===== src/rtl/muldiv_iter_if.sv =====
// Request/result bundle for the iterative multiply/divide unit.
//   master (Execute stage): drives start, op, a, b, cancel; observes the results.
//   slave  (muldiv_iter):   observes the request; drives busy, ready, hi, lo, div_zero.
//   op encoding: 00 MULTU, 01 MULT, 10 DIVU, 11 DIV.
interface muldiv_iter_if #(
   parameter int unsigned WIDTH = 32
);
   logic             start;
   logic [1:0]       op;
   logic [WIDTH-1:0] a;
   logic [WIDTH-1:0] b;
   logic             cancel;
   logic             busy;
   logic             ready;
   logic [WIDTH-1:0] hi;
   logic [WIDTH-1:0] lo;
   logic             div_zero;

   modport master (
      output start, op, a, b, cancel,
      input  busy, ready, hi, lo, div_zero
   );

   modport slave (
      input  start, op, a, b, cancel,
      output busy, ready, hi, lo, div_zero
   );
endinterface


===== src/rtl/muldiv_iter.sv =====
// Iterative radix-2 multiply/divide unit (MULTU, MULT, DIVU, DIV) for the Execute stage.
// Signed operations run on magnitudes and get their signs fixed in a single cycle at the end.
//   clk   : clock, rising edge
//   reset : asynchronous, active-low
//   bus   : muldiv_iter_if slave (start/op/a/b/cancel in; busy/ready/hi/lo/div_zero out)
// Results appear WIDTH+2 cycles after the start cycle. A divide by zero completes in 2 cycles.
module muldiv_iter #(
   parameter int unsigned WIDTH = 32
) (
   input logic          clk,
   input logic          reset,
   muldiv_iter_if.slave bus
);

   localparam logic [WIDTH-1:0] Zero    = '0;
   localparam logic [WIDTH-1:0] Ones    = '1;
   localparam logic [WIDTH-1:0] CntOne  = WIDTH'(1);
   localparam logic [WIDTH-1:0] CntLast = WIDTH'(WIDTH - 1);

   typedef enum logic [1:0] {StIdle, StCalc, StFix, StDone} state_e;

   state_e             state_q, state_d;
   logic [WIDTH-1:0]   cnt_q, cnt_d;
   logic [2*WIDTH-1:0] acc_q, acc_d;       // product, or {remainder, quotient}
   logic [WIDTH-1:0]   opb_q, opb_d;       // multiplicand or divisor magnitude
   logic               is_div_q, is_div_d;
   logic               neg_res_q, neg_res_d;
   logic               neg_rem_q, neg_rem_d;
   logic               dz_q, dz_d;
   logic [WIDTH-1:0]   hi_q, hi_d;
   logic [WIDTH-1:0]   lo_q, lo_d;
   logic               div_zero_q, div_zero_d;
   logic               busy_q, busy_d;
   logic               ready_q, ready_d;

   // Request decode
   logic             in_signed, in_div, b_zero;
   logic [WIDTH-1:0] a_mag, b_mag;

   assign in_signed = bus.op[0];
   assign in_div    = bus.op[1];
   assign b_zero    = (bus.b == Zero);
   assign a_mag     = (in_signed && bus.a[WIDTH-1]) ? -bus.a : bus.a;
   assign b_mag     = (in_signed && bus.b[WIDTH-1]) ? -bus.b : bus.b;

   // Multiply step: add the multiplicand into the upper half when the multiplier LSB is set,
   // then shift right, keeping the carry.
   logic [WIDTH:0]     mul_sum;
   logic [2*WIDTH-1:0] mul_next;

   assign mul_sum  = {1'b0, acc_q[2*WIDTH-1:WIDTH]} + (acc_q[0] ? {1'b0, opb_q} : {1'b0, Zero});
   assign mul_next = {mul_sum, acc_q[WIDTH-1:1]};

   // Restoring divide step: shift in the next dividend bit and subtract when it fits.
   // The shifted remainder is below twice the divisor, so diff[WIDTH] is a clean borrow.
   logic [WIDTH:0]     div_shift, div_diff;
   logic               div_ge;
   logic [2*WIDTH-1:0] div_next;

   assign div_shift = {acc_q[2*WIDTH-1:WIDTH], acc_q[WIDTH-1]};
   assign div_diff  = div_shift - {1'b0, opb_q};
   assign div_ge    = ~div_diff[WIDTH];
   assign div_next  = {(div_ge ? div_diff[WIDTH-1:0] : div_shift[WIDTH-1:0]),
                       acc_q[WIDTH-2:0], div_ge};

   // Sign fix-up values
   logic [WIDTH-1:0]   quo_fix, rem_fix;
   logic [2*WIDTH-1:0] prod_fix;

   assign quo_fix  = neg_res_q ? -acc_q[WIDTH-1:0] : acc_q[WIDTH-1:0];
   assign rem_fix  = neg_rem_q ? -acc_q[2*WIDTH-1:WIDTH] : acc_q[2*WIDTH-1:WIDTH];
   assign prod_fix = neg_res_q ? -acc_q : acc_q;

   always_comb begin
      state_d    = state_q;
      cnt_d      = cnt_q;
      acc_d      = acc_q;
      opb_d      = opb_q;
      is_div_d   = is_div_q;
      neg_res_d  = neg_res_q;
      neg_rem_d  = neg_rem_q;
      dz_d       = dz_q;
      hi_d       = hi_q;
      lo_d       = lo_q;
      div_zero_d = div_zero_q;

      unique case (state_q)
         StIdle, StDone: begin
            state_d = StIdle;
            if (bus.start && !bus.cancel) begin
               cnt_d    = Zero;
               is_div_d = in_div;
               if (in_div && b_zero) begin
                  // Preload the fixed divide-by-zero result; FIX passes it through untouched.
                  acc_d     = {bus.a, Ones};
                  neg_res_d = 1'b0;
                  neg_rem_d = 1'b0;
                  dz_d      = 1'b1;
                  state_d   = StFix;
               end else begin
                  acc_d     = {Zero, (in_div ? a_mag : b_mag)};
                  opb_d     = in_div ? b_mag : a_mag;
                  neg_res_d = in_signed & (bus.a[WIDTH-1] ^ bus.b[WIDTH-1]);
                  neg_rem_d = in_signed & bus.a[WIDTH-1];
                  dz_d      = 1'b0;
                  state_d   = StCalc;
               end
            end
         end
         StCalc: begin
            if (bus.cancel) begin
               state_d = StIdle;
            end else begin
               acc_d = is_div_q ? div_next : mul_next;
               cnt_d = cnt_q + CntOne;
               if (cnt_q == CntLast) begin
                  state_d = StFix;
               end
            end
         end
         StFix: begin
            if (bus.cancel) begin
               state_d = StIdle;
            end else begin
               if (is_div_q && !dz_q) begin
                  lo_d = quo_fix;
                  hi_d = rem_fix;
               end else begin
                  {hi_d, lo_d} = prod_fix;
               end
               div_zero_d = dz_q;
               state_d    = StDone;
            end
         end
         default: state_d = StIdle;
      endcase

      busy_d  = (state_d == StCalc) || (state_d == StFix);
      ready_d = (state_d == StDone);
   end

   always_ff @(posedge clk or negedge reset) begin
      if (!reset) begin
         state_q    <= StIdle;
         cnt_q      <= '0;
         acc_q      <= '0;
         opb_q      <= '0;
         is_div_q   <= 1'b0;
         neg_res_q  <= 1'b0;
         neg_rem_q  <= 1'b0;
         dz_q       <= 1'b0;
         hi_q       <= '0;
         lo_q       <= '0;
         div_zero_q <= 1'b0;
         busy_q     <= 1'b0;
         ready_q    <= 1'b0;
      end else begin
         state_q    <= state_d;
         cnt_q      <= cnt_d;
         acc_q      <= acc_d;
         opb_q      <= opb_d;
         is_div_q   <= is_div_d;
         neg_res_q  <= neg_res_d;
         neg_rem_q  <= neg_rem_d;
         dz_q       <= dz_d;
         hi_q       <= hi_d;
         lo_q       <= lo_d;
         div_zero_q <= div_zero_d;
         busy_q     <= busy_d;
         ready_q    <= ready_d;
      end
   end

   assign bus.busy     = busy_q;
   assign bus.ready    = ready_q;
   assign bus.hi       = hi_q;
   assign bus.lo       = lo_q;
   assign bus.div_zero = div_zero_q;

endmodule


===== src/flat_wrapper.sv =====
// flat-port wrapper written by rule: the top's interface ports become plain ports
module muldiv_iter_flat 
#(
   parameter int unsigned WIDTH = 32
)
  (clk, reset, bus_start, bus_op, bus_a, bus_b, bus_cancel, bus_busy, bus_ready, bus_hi, bus_lo, bus_div_zero);
  muldiv_iter_if #(.WIDTH(WIDTH)) bus_i ();
  input logic clk;
  input logic reset;
  input wire logic [$bits(bus_i.start)-1:0] bus_start;
  input wire logic [$bits(bus_i.op)-1:0] bus_op;
  input wire logic [$bits(bus_i.a)-1:0] bus_a;
  input wire logic [$bits(bus_i.b)-1:0] bus_b;
  input wire logic [$bits(bus_i.cancel)-1:0] bus_cancel;
  output wire logic [$bits(bus_i.busy)-1:0] bus_busy;
  output wire logic [$bits(bus_i.ready)-1:0] bus_ready;
  output wire logic [$bits(bus_i.hi)-1:0] bus_hi;
  output wire logic [$bits(bus_i.lo)-1:0] bus_lo;
  output wire logic [$bits(bus_i.div_zero)-1:0] bus_div_zero;
  assign bus_i.start = bus_start;
  assign bus_i.op = bus_op;
  assign bus_i.a = bus_a;
  assign bus_i.b = bus_b;
  assign bus_i.cancel = bus_cancel;
  assign bus_busy = bus_i.busy;
  assign bus_ready = bus_i.ready;
  assign bus_hi = bus_i.hi;
  assign bus_lo = bus_i.lo;
  assign bus_div_zero = bus_i.div_zero;
  muldiv_iter #(.WIDTH(WIDTH)) u_core (.clk(clk), .reset(reset), .bus(bus_i));
endmodule

===== config.mk =====
export PLATFORM = sky130hd
export DESIGN_NAME = muldiv_iter_flat
export DESIGN_NICKNAME = d
export VERILOG_FILES = /design/src/rtl/muldiv_iter_if.sv /design/src/rtl/muldiv_iter.sv /design/src/flat_wrapper.sv
export SDC_FILE = /design/constraint.sdc
export NUM_CORES = 1
export LEC_CHECK = 0
export BUFFER_PORTS_ARGS = -buffer_cell sky130_fd_sc_hd__buf_2
export CAP_MARGIN = 25
export CORE_MARGIN = 10
export CORE_UTILIZATION = 60
export CTS_CLUSTER_SIZE = 25
export DETAILED_ROUTE_END_ITERATION = 8
export PLACE_DENSITY = 0.8
export SLEW_MARGIN = 20
export SYNTH_ARGS = -nofsm -noshare
export SYNTH_HDL_FRONTEND = slang
export SYNTH_SLANG_ARGS = --single-unit

===== constraint.sdc =====
create_clock -name clk -period 5.4 [get_ports clk]
set_input_delay 0.27 -clock clk [delete_from_list [all_inputs] [get_ports clk]]
set_output_delay 0.27 -clock clk [all_outputs]
set_load 0.01 [all_outputs]

Yosys cells after proc, flatten, opt, wreduce, memory -nomap -nowiden
Index checks and enable logic that the tools add are counted.
{ "word_totals": {"reg_bits": 201, "inputBits": 70, "elab_cells": 80, "out_inout_bits": 67} }
{ "classes": {"n_mux": 28, "n_addsub": 8, "bitwise_logic": 6, "eq_ne": 9, "n_reduce_logical": 16} }
{ "op_table": {"columns": ["op", "n"], "rows": [
  ["2-to-1 mux 32 bit", 12],
  ["2-to-1 mux 64 bit", 5],
  ["negation 32 bit", 4],
  ["case mux 64 bit (2 select lines)", 1],
  ["negation 64 bit", 1],
  ["case mux 32 bit (2 select lines)", 1],
  ["adder 32 x 33 -> 33 bit", 1],
  ["subtractor 33 x 32 -> 33 bit", 1],
  ["adder 32 x 1 -> 32 bit (second input constant)", 1],
  ["== test 32 x 5 -> 1 bit (second input constant)", 1],
  ["zero test 32 bit", 1],
  ["2-to-1 mux 2 bit", 5],
  ["== test 2 bit (second input constant)", 4],
  ["case mux 2 bit (3 select lines)", 1],
  ["AND reduction 3 bit", 2],
  ["logical AND 1 bit", 5],
  ["== test 2 x 1 -> 1 bit (second input constant)", 2],
  ["AND reduction 2 bit", 2],
  ["2-to-1 mux 1 bit", 3],
  ["inverter 1 bit", 3],
  ["AND 1 bit", 2],
  ["zero test 1 bit", 2],
  ["zero test 2 bit", 1],
  ["!= test 2 x 1 -> 1 bit (second input constant)", 1],
  ["other kinds (5)", 5]
]} }

Logic depth before layout (Yosys ltp)
Gate-level depths: netlist of run 1.
{ "depth": {"depth_word": 7, "mapped_depth": 14, "mapped_depth_nobuf": 12} }

Worst setup path after synthesis of run 1
No wires, ideal clock.
{ "synth_path": {"kind": "reg-to-reg", "startpoint": "register u_core.acc_q[0]", "endpoint": "register u_core.acc_q[60]", "n_path_buf": 1, "path_slack_ns": 2.004, "arrival_ns": 3.255, "stages_incl_launch_ff": 14, "cell_sequence": "dfrtp_1 -> clkinv_1 -> clkbuf_1 -> nor2_1 -> ha_1 -> a21oi_1 -> a21boi_0 -> a211oi_1 -> a311oi_2 -> a2111oi_1 -> o31ai_1 -> and4_1 -> a2111oi_0 -> a211oi_1"} }
{ "synth_via": {"elab_chain_cells": 5} }
{ "synth_rtl": {"columns": ["item", "line", "source"], "rows": [
  ["from (decl)", "muldiv_iter.sv:24", "logic [2*WIDTH-1:0] acc_q, acc_d;"],
  ["from (signal assigned)", "muldiv_iter.sv:146", "acc_q <= '0;"],
  ["from (signal assigned)", "muldiv_iter.sv:160", "acc_q <= acc_d;"],
  ["2-to-1 mux 32 bit", "muldiv_iter.sv:51", "assign mul_sum = {1'b0, acc_q[2*WIDTH-1:WIDTH]} + (acc_q[0] ? {1'b0, opb_q} : {1'b0, Zero});"],
  ["adder 32 x 33 -> 33 bit", "muldiv_iter.sv:51", null],
  ["2-to-1 mux 64 bit", "muldiv_iter.sv:114", "acc_d = is_div_q ? div_next : mul_next;"],
  ["2-to-1 mux 64 bit", "muldiv_iter.sv:111", "if (bus.cancel) begin"],
  ["case mux 64 bit (2 select lines)", "muldiv_iter.sv:87", "unique case (state_q)"]
]} }
Every way passes these cells. The select of a mux whose other input is x is not followed.
A chain may end at the register's enable or synchronous reset.

Final worst setup path of run 1
{ "layout_path": {"startpoint": "register u_core.acc_q[32]", "endpoint": "register u_core.acc_q[41]"} }
{ "layout_via": {"elab_chain_cells": 5, "word_cells_on_any_way": 6, "classes_between": "add/sub (2); mux (4)"} }
{ "layout_rtl": {"columns": ["item", "line", "source"], "rows": [
  ["subtractor 33 x 32 -> 33 bit", "muldiv_iter.sv:61", "assign div_diff = div_shift - {1'b0, opb_q};"],
  ["2-to-1 mux 32 bit", "muldiv_iter.sv:63", "assign div_next = {(div_ge ? div_diff[WIDTH-1:0] : div_shift[WIDTH-1:0]),"],
  ["2-to-1 mux 64 bit (*)", "muldiv_iter.sv:114", null],
  ["2-to-1 mux 64 bit (*)", "muldiv_iter.sv:111", null],
  ["case mux 64 bit (2 select lines) (*)", "muldiv_iter.sv:87", null]
]} }
Mark *: on every way between the ends. The rest lies on a longest branch, timed or not. The select of a mux whose other input is x is not followed.

==> results of run 1 <==
critical path: stages (launching register included):
cell and delay (ns):
sky130_fd_sc_hd__dfrtp_1 0.55, sky130_fd_sc_hd__inv_1 0.22, sky130_fd_sc_hd__fa_1 0.47, sky130_fd_sc_hd__nand2b_1 0.19
sky130_fd_sc_hd__a21oi_1 0.49, sky130_fd_sc_hd__o21ai_2 0.17, sky130_fd_sc_hd__a2111oi_2 0.52, sky130_fd_sc_hd__or4b_4 0.25
sky130_fd_sc_hd__nand3_2 0.43, sky130_fd_sc_hd__buf_4 0.42, sky130_fd_sc_hd__mux2_2 0.30, sky130_fd_sc_hd__a221oi_1 0.24
sky130_fd_sc_hd__nor3_1 0.08
final cells by class:
class                           instances  share of cell area
Antenna cell                            4            0.000548
Tap cell                              341              0.0234
Sequential cell                       201               0.275
Inverter                               66              0.0136
Clock buffer                           30              0.0375
Timing Repair Buffer                  167              0.0525
Clock inverter                         13             0.00644
Multi-Input combinational cell       1720               0.591
cells in the final DEF, fill, tap and decap left out, types with 10 or more instances in the layout:
| cell type | netlist | layout |
|---|---|---|
| sky130_fd_sc_hd__ha_1 | 72 | 71 |
| sky130_fd_sc_hd__nor3_1 | 47 | 47 |
| sky130_fd_sc_hd__a31oi_1 | 34 | 34 |
| sky130_fd_sc_hd__o211ai_1 | 16 | 16 |
| sky130_fd_sc_hd__inv_1 | 63 | 63 |
| sky130_fd_sc_hd__or3_1 | 13 | 13 |
| sky130_fd_sc_hd__nand3_1 | 38 | 38 |
| sky130_fd_sc_hd__nor2_1 | 199 | 197 |
| sky130_fd_sc_hd__a21o_1 | 37 | 37 |
| sky130_fd_sc_hd__o21bai_1 | 14 | 14 |
| sky130_fd_sc_hd__a21oi_1 | 182 | 182 |
| sky130_fd_sc_hd__o31ai_1 | 24 | 24 |
| sky130_fd_sc_hd__nand4_1 | 18 | 18 |
| sky130_fd_sc_hd__o311ai_0 | 10 | 10 |
| sky130_fd_sc_hd__buf_4 | 1 | 29 |
| sky130_fd_sc_hd__o21ai_0 | 206 | 206 |
| sky130_fd_sc_hd__xnor2_1 | 102 | 102 |
| sky130_fd_sc_hd__mux2i_1 | 52 | 52 |
| sky130_fd_sc_hd__nor2b_1 | 12 | 12 |
| sky130_fd_sc_hd__a211oi_1 | 14 | 14 |
| sky130_fd_sc_hd__buf_2 | 5 | 134 |
| sky130_fd_sc_hd__a221oi_1 | 22 | 22 |
| sky130_fd_sc_hd__and3_1 | 30 | 30 |
| sky130_fd_sc_hd__clkbuf_16 | 0 | 25 |
| sky130_fd_sc_hd__nand2_1 | 282 | 282 |
| sky130_fd_sc_hd__nor4_1 | 21 | 21 |
| sky130_fd_sc_hd__and2_1 | 13 | 13 |
| sky130_fd_sc_hd__dfrtp_1 | 201 | 200 |
| sky130_fd_sc_hd__o21a_1 | 12 | 12 |
| sky130_fd_sc_hd__xor2_1 | 90 | 90 |
| sky130_fd_sc_hd__mux2_2 | 13 | 13 |
path summary, 6_finish.rpt:
| check | from | endpoint | slack (ns) | cells past startpoint |
|---|---|---|---|---|
| hold reg to reg | u_core.bus.hi[27] | u_core.bus.hi[27] | 0.47 | 2 |
| max in group asynchronous | reset | u_core.bus.lo[13] | 3.72 | 4 |
| setup / recovery | u_core.acc_q[32] | u_core.acc_q[41] | 0.91 | 12 |
| hold / removal | bus_a[8] | u_core.acc_q[40] | 0.07 | 3 |
| min in group asynchronous | reset | u_core.bus.hi[30] | 0.17 | 2 |
| setup reg to reg | u_core.acc_q[32] | u_core.acc_q[41] | 0.91 | 12 |
routing by layer:
layer | GRT usage | wire length [um]
met5 | 0 | 0
met4 | 0.165 | 3160
met3 | 0.0661 | 5790
met2 | 0.499 | 24900
met1 | 0.408 | 22200
registers in the layout (all words and copies together), names as in the netlist:
| register | flops |
|---|---|
| u_core.opb_q | 32 |
| u_core.bus.ready | 1 |
| u_core.is_div_q | 1 |
| u_core.bus.lo | 32 |
| u_core.cnt_q | 32 |
| u_core.acc_q | 64 |
| u_core.bus.div_zero | 1 |
| u_core.neg_rem_q | 1 |
| u_core.bus.hi | 32 |
| u_core.dz_q | 1 |
| u_core.state_q | 2 |
| u_core.bus.busy | 1 |
| u_core.neg_res_q | 1 |
metrics by stage:
| stage | instance area, um2 | setup slack [ns] |
|---|---|---|
| global route | 18300 | 0.632 |
| finish | 18300 | 0.907 |
| detailed placement | 17400 | 1.08 |
| floorplan | 16500 | 2.00 |
| global placement | 17400 | 1.22 |
| CTS | 18200 | 1.04 |
kinds of logic (layout without fill, tap and decap cells):
logic type	after synthesis	in the layout	share of synthesized area
AOI/OAI and AO/OA	650	650	0.243
xor gates and xnor gates	192	192	0.102
adders and majority gates	74	74	0.0569
buffers and inverters	183	276	0.0445
DFF	201	201	0.304
muxes	65	65	0.0403
other	0	4	0
and+or+nand+nor	739	739	0.209
power by group through the flow:
| stage | registers, mW | logic, mW | clock network [mW] |
|---|---|---|---|
| final | 1.89 | 2.80 | 1.65 |
| after CTS | 1.88 | 2.72 | 1.67 |
| after floorplan | 1.83 | 2.01 | 0 |
| after global routing | 1.91 | 3.04 | 1.73 |
| after detailed placement | 1.90 | 2.70 | 0 |
| after global placement | 1.89 | 2.66 | 0 |
what timing repair did:
action | CTS | global route
hold endpoints to repair | 114 | 0
buffers inserted | 0 | 0
hold buffers | 1 | 0
==> impl_metrics.sql, run 1 <==
INSERT INTO impl_metrics (metric_group, metric, value, unit) VALUES
('outcome', 'run_status', 'complete, no violations', ''),
('layout', 'num-nets-final', '2325', ''),
('logic_synthesis', 'synth_ff_type', 'sky130_fd_sc_hd__dfrtp_1', ''),
('sta', 'layout_worst_path_cycle_share', '0.832', ''),
('layout', 'number_of_fill_cells', '2299', ''),
('global_route', 'grt_util_all_layers', '0.319', ''),
('logic_synthesis', 'synth.yosys.seq_area_share', '0.304', ''),
('sta', 'shortest_period_the_worst_path_allows', '4.49', 'ns'),
('die', 'io-pin-count', '137', ''),
('layout', 'finalNonFillerCells', '2542', ''),
('place', 'dp_hpwl', '41900', 'um'),
('die', 'core', '27000', 'um2'),
('logic_synthesis', 'synth_enable_flop_cells', '0', ''),
('cts', 'register_clock_pin_slew_on_the_reported_worst_setup_and_hold_paths', '0.06', 'ns'),
('sta', 'worst_pin_slew', '1.07', 'ns'),
('sta', 'timing.final.setup_violations', '0', ''),
('logic_synthesis', 'async_reset_ff_frac', '1.00', ''),
('power', 'p_leak', '8.37', 'nW'),
('logic_synthesis', 'synth_cell_types', '93', ''),
('drt', 'detail_route.first_pass.iterations', '6', ''),
('cts', 'cts_buffers', '25', ''),
('logic_synthesis', 'synthesized_area_per_cell', '7.86', 'um2'),
('sta', 'maxSlewHeadroom', '0.289', ''),
('die', 'overall_die_area', '34600', 'um2'),
('power', 'power_per_cell_area', '347', 'nW/um2'),
('logic_synthesis', 'synth.area.top_cells', 'sky130_fd_sc_hd__dfrtp_1 (30%), sky130_fd_sc_hd__nand2_1 (6.4%), sky130_fd_sc_hd__o21ai_0 (6.2%), sky130_fd_sc_hd__a21oi_1 (5.5%), sky130_fd_sc_hd__ha_1 (5.4%)', ''),
('logic_synthesis', 'synth.top_cell.area_share', '0.304', ''),
('global_route', 'grt_overflow', '0', ''),
('logic_synthesis', 'postSynthRegisterBits', '201', ''),
('drt', 'wire_per_inst', '22.1', 'um'),
('cts', 'cts_tree', 'yes', ''),
('drt', 'drt_drc_violations_left', '0', ''),
('sta', 'fmaxAchievable', '223', 'MHz'),
('power', 'intPower', '3.66', 'mW'),
('place', 'dp_cells', '2493', ''),
('drt', 'route.final.wire_length', '56100', 'um'),
('setup_path', 'critical_path_required', '5.81', 'ns'),
('cts', 'cts_sinks', '201', ''),
('cts', 'cts.htree.levels', '1', ''),
('place', 'gp_congestion', '1.06', ''),
('cts', 'cts_resized', '0', ''),
('setup_path', 'worst-path-max-fanout', '19', ''),
('global_route', 'grt_pass1_wl', '87300', 'um'),
('drt', 'drt_iter0_markers', '1815', ''),
('sta', 'tns', '0', 'ns'),
('setup_path', 'critical_path_arrival', '4.90', 'ns'),
('logic_synthesis', 'syn_inst', '2104', ''),
('logic_synthesis', 'post_synth_most_frequent_cells', 'sky130_fd_sc_hd__nand2_1 (282), sky130_fd_sc_hd__o21ai_0 (206), sky130_fd_sc_hd__dfrtp_1 (201)', ''),
('run', 'max-cap-violations', '0', ''),
('sta', 'grt_setup_unrepaired', 'false', ''),
('sta', 'fin_worst_skew', '0.0336', 'ns'),
('power', 'clock_power_share', '0.260', ''),
('power', 'total_power', '6.34', 'mW'),
('sta', 'holdWs', '0.0713', 'ns'),
('cts', 'clock_network_latency_to_the_later_pin_of_the_worst_skew_pair', '0.56', 'ns'),
('layout', 'multiInputGateArea', '10800', 'um2'),
('cts', 'clk_root_buffer_cell', 'sky130_fd_sc_hd__clkbuf_16', ''),
('logic_synthesis', 'post_synth_top_area_cell', 'sky130_fd_sc_hd__dfrtp_1', ''),
('global_route', 'vias_in_the_first_global_route', '15900', ''),
('setup_path', 'startpoint_type', 'flip-flop', ''),
('setup_path', 'path_class', 'reg -> reg', ''),
('global_route', 'grt_antenna_before_repair', '5', ''),
('layout', 'final_core_utilization', '0.676', ''),
('power', 'power_frac_seq', '0.299', ''),
('logic_synthesis', 'synth_area', '16500', 'um2'),
('sta', 'final_hold_viol_count', '0', ''),
('sta', 'final-max-slew-violation-count', '0', ''),
('drt', 'final_antenna_net_count', '0', ''),
('die', 'die_height', '186', 'um'),
('drt', 'via_count', '16700', ''),
('logic_synthesis', 'synth.net_count', '2248', '');
No activity file was read; power rests on OpenSTA's default activity.
==> run 2: changes to the inputs <==
==> constraint.sdc (replaced) <==
create_clock -name clk -period 4.3 [get_ports clk]
set_input_delay 0.215 -clock clk [delete_from_list [all_inputs] [get_ports clk]]
set_output_delay 0.215 -clock clk [all_outputs]
set_load 0.01 [all_outputs]
==> run 2 against run 1 <==
Compared with the run above: hold slack lost 0.052 ns; via count grew 0.46%; fmax grew 15%; wire length grew 3.2%; sequential cell count is the same; clock-buffer cell count grew 2; sequential share of layout area shrank 0.25 points; clock power grew 32%; critical path type unchanged; largest power group unchanged.
==> impl_metrics.sql, run 2 (synthesis results as in run 1) <==
INSERT INTO impl_metrics (metric_group, metric, value, unit) VALUES
('outcome', 'run_status', 'complete, no violations', ''),
('sta', 'tns', '0', 'ns'),
('power', 'power_frac_seq', '0.294', ''),
('die', 'starting_density_of_the_core', '0.612', ''),
('cts', 'cts_buffers', '24', ''),
('power', 'power_per_cell_area', '441', 'nW/um2'),
('place', 'dp_hpwl', '43800', 'um'),
('power', 'p_leak', '8.48', 'nW'),
('power', 'intPower', '4.79', 'mW'),
('die', 'placement_rows', '60', ''),
('layout', 'num-nets-final', '2346', ''),
('setup_path', 'startpoint_type', 'flip-flop', ''),
('global_route', 'vias_in_the_first_global_route', '16100', ''),
('sta', 'final-max-slew-violation-count', '0', ''),
('run', 'max-cap-violations', '0', ''),
('global_route', 'grt_start_max_net_pins', '132', ''),
('drt', 'drt_drc_violations_left', '0', ''),
('setup_path', 'cpMaxStageDelayCell', 'sky130_fd_sc_hd__dfrtp_1', ''),
('cts', 'cts.htree.levels', '1', ''),
('sta', 'fin_worst_skew', '0.0128', 'ns'),
('cts', 'ctsLongestPathBuffers', '3', ''),
('cts', 'post-cts-setup-buffer-count', '0', ''),
('setup_path', 'critical_path_required', '4.70', 'ns'),
('layout', 'layout.cells.most_common', 'sky130_fd_sc_hd__nand2_1', ''),
('layout', 'final_cell_mix', 'sky130_fd_sc_hd__nand2_1 (282), sky130_fd_sc_hd__o21ai_0 (205), sky130_fd_sc_hd__dfrtp_1 (200)', ''),
('die', 'overall_die_area', '34600', 'um2'),
('layout', 'flip_flop_count_of_the_largest_register_after_layout', '64', ''),
('die', 'core', '27000', 'um2'),
('setup_path', 'path_buf_inv', '3', ''),
('cts', 'cts_sinks', '201', ''),
('sta', 'timing.final.setup_violations', '0', ''),
('power', 'net_switching_power_of_the_design', '3.35', 'mW'),
('drt', 'detail_route.first_pass.iterations', '6', ''),
('global_route', 'grt_antenna_before_repair', '1', ''),
('setup_path', 'critPathTopFamily', 'compound AO/OA/AOI/OAI gates', ''),
('drt', 'final_antenna_net_count', '0', ''),
('power', 'total_power', '8.14', 'mW'),
('cts', 'cts_tree', 'yes', ''),
('layout', 'share_of_final_layout_standard_cells_stronger_than_drive_strength_1', '0.125', ''),
('drt', 'post_drt_via_cell_ratio', '6.54', ''),
('place', 'port-buffer-count', '136', ''),
('place', 'gp_congestion', '1.00', ''),
('cts', 'register_clock_pin_slew_on_the_reported_worst_setup_and_hold_paths', '0.06', 'ns'),
('setup_path', 'critical-path-max-stage-delay', '0.44', 'ns'),
('power', 'max-vdd-ir-drop', '0.320', 'mV'),
('setup_path', 'worst-path-max-fanout', '17', ''),
('setup_path', 'path_class', 'reg -> reg', ''),
('sta', 'layout_worst_path_cycle_share', '0.909', ''),
('setup_path', 'startpoint', 'u_core.acc_q[31]', ''),
('die', 'die-width', '186', 'um'),
('power', 'comb_power_share', '0.438', ''),
('sta', 'shortest_period_the_worst_path_allows', '3.91', 'ns'),
('setup_path', 'critical_path.cell_chain', 'inv_1, ha_1, fa_1, nand2b_1, a21oi_1, buf_4, o21ai_2, a2111oi_2, or4b_4, nand3_2, buf_4, a211oi_1, o21ai_0', ''),
('drt', 'wire_per_inst', '22.6', 'um'),
('min_path', 'worst_min_delay_path_category', 'in -> reg', ''),
('cts', 'clk_root_buffer_cell', 'sky130_fd_sc_hd__clkbuf_16', ''),
('die', 'io-pin-count', '137', ''),
('cts', 'clock_network_latency_to_the_later_pin_of_the_worst_skew_pair', '0.53', 'ns'),
('sta', 'maxSlewHeadroom', '0.289', ''),
('sta', 'fmaxAchievable', '256', 'MHz'),
('layout', 'registers.top_by_ff_count', 'u_core.acc_q', ''),
('sta', 'grt_setup_unrepaired', 'false', ''),
('global_route', 'grt_util_all_layers', '0.329', ''),
('global_route', 'grt_pass1_wl', '89600', 'um'),
('setup_path', 'critical_path_arrival', '4.31', 'ns'),
('setup_path', 'timing.critical_path.mode_cell', 'sky130_fd_sc_hd__buf_4', ''),
('die', 'die_height', '186', 'um'),
('min_path', 'worstHoldStart', 'bus_a[6]', ''),
('drt', 'route.final.wire_length', '57900', 'um'),
('layout', 'layout_overhead_on_the_synthesized_area', '11.5', '%'),
('global_route', 'grt_overflow', '0', ''),
('drt', 'via_count', '16700', ''),
('drt', 'drt_iter0_markers', '1893', ''),
('setup_path', 'worstSetupEndpointType', 'flip-flop', ''),
('power', 'clock_power_share', '0.268', ''),
('power', 'switching_share_of_total_power', '0.412', ''),
('sta', 'final_hold_viol_count', '0', ''),
('sta', 'worst_pin_slew', '1.07', 'ns'),
('setup_path', 'regToRegStartpoint', 'u_core.acc_q[31]', '');
[run 2: cell types whose count changed in the layout (fill, tap and decap cells not counted), moves of 2 or more]
cell / change
sky130_fd_sc_hd__buf_4: +23
sky130_fd_sc_hd__bufinv_16: +3
sky130_fd_sc_hd__clkbuf_1: +3
sky130_fd_sc_hd__clkinv_2: -2
sky130_fd_sc_hd__diode_2: -2
sky130_fd_sc_hd__inv_6: -2
[run 2: worst min-delay path: cells and delay by family]
kind / cells / cell delay, ns
AOI/OAI and AO/OA: 2 / 0.15
buffers and inverters: 1 / 0.14
[run 2: path summary, 6_finish.rpt]
check	end	slack, ns	cells after the start
worst max register to register	u_core.acc_q[52]	0.39	13
worst max-delay path	u_core.acc_q[52]	0.39	13
worst min register to register	u_core.bus.hi[14]	0.47	2
max in group asynchronous	u_core.opb_q[24]	2.86	3
min in group asynchronous	u_core.bus.hi[17]	0.37	2
worst min-delay path	u_core.acc_q[38]	0.02	3
[run 2: power by group through the flow]
stage                     logic, mW  registers, mW  clock network (mW)
final                          3.56           2.39                2.18
after global placement         3.41           2.40                   0
after detailed placement       3.46           2.41                   0
after global routing           3.88           2.41                2.28
after CTS                      3.49           2.37                2.19
after floorplan                2.52           2.29                   0
[run 2: area by class of cell]
class	instances	area, um2
antenna	2	5.00
sequential	201	5030
tap	341	427
multi-input combinational	1720	10800
inverter	66	251
clock inverter	9	145
clock buffer	32	682
timing repair buffer	189	1100
fill	2289	8590
[run 2: through the flow]
step                area (um2)  cells  utilization  setup slack [ns]  hold WS, ns
finish                   18400   2560        0.682             0.391       0.0189
global route             18400   2559        0.682            0.0619       0.0358
CTS                      18400   2557        0.681             0.281      0.00319
detailed placement       17600   2515        0.650             0.308        0.384
global placement         17600   2515        0.650             0.417        0.389
floorplan                16500   2104            -             0.904      -0.0806
[run 2: routing by layer]
layer	track usage	part of all wire
met5	0	0
met4	0.169	0.054
met2	0.526	0.46
met1	0.422	0.41
met3	0.0487	0.078
[run 2: timing repair]
item	CTS	global route
gates resized for setup	0	2
endpoints found under the setup margin	0	4
hold buffers	1	0
endpoints found under the hold margin	111	0
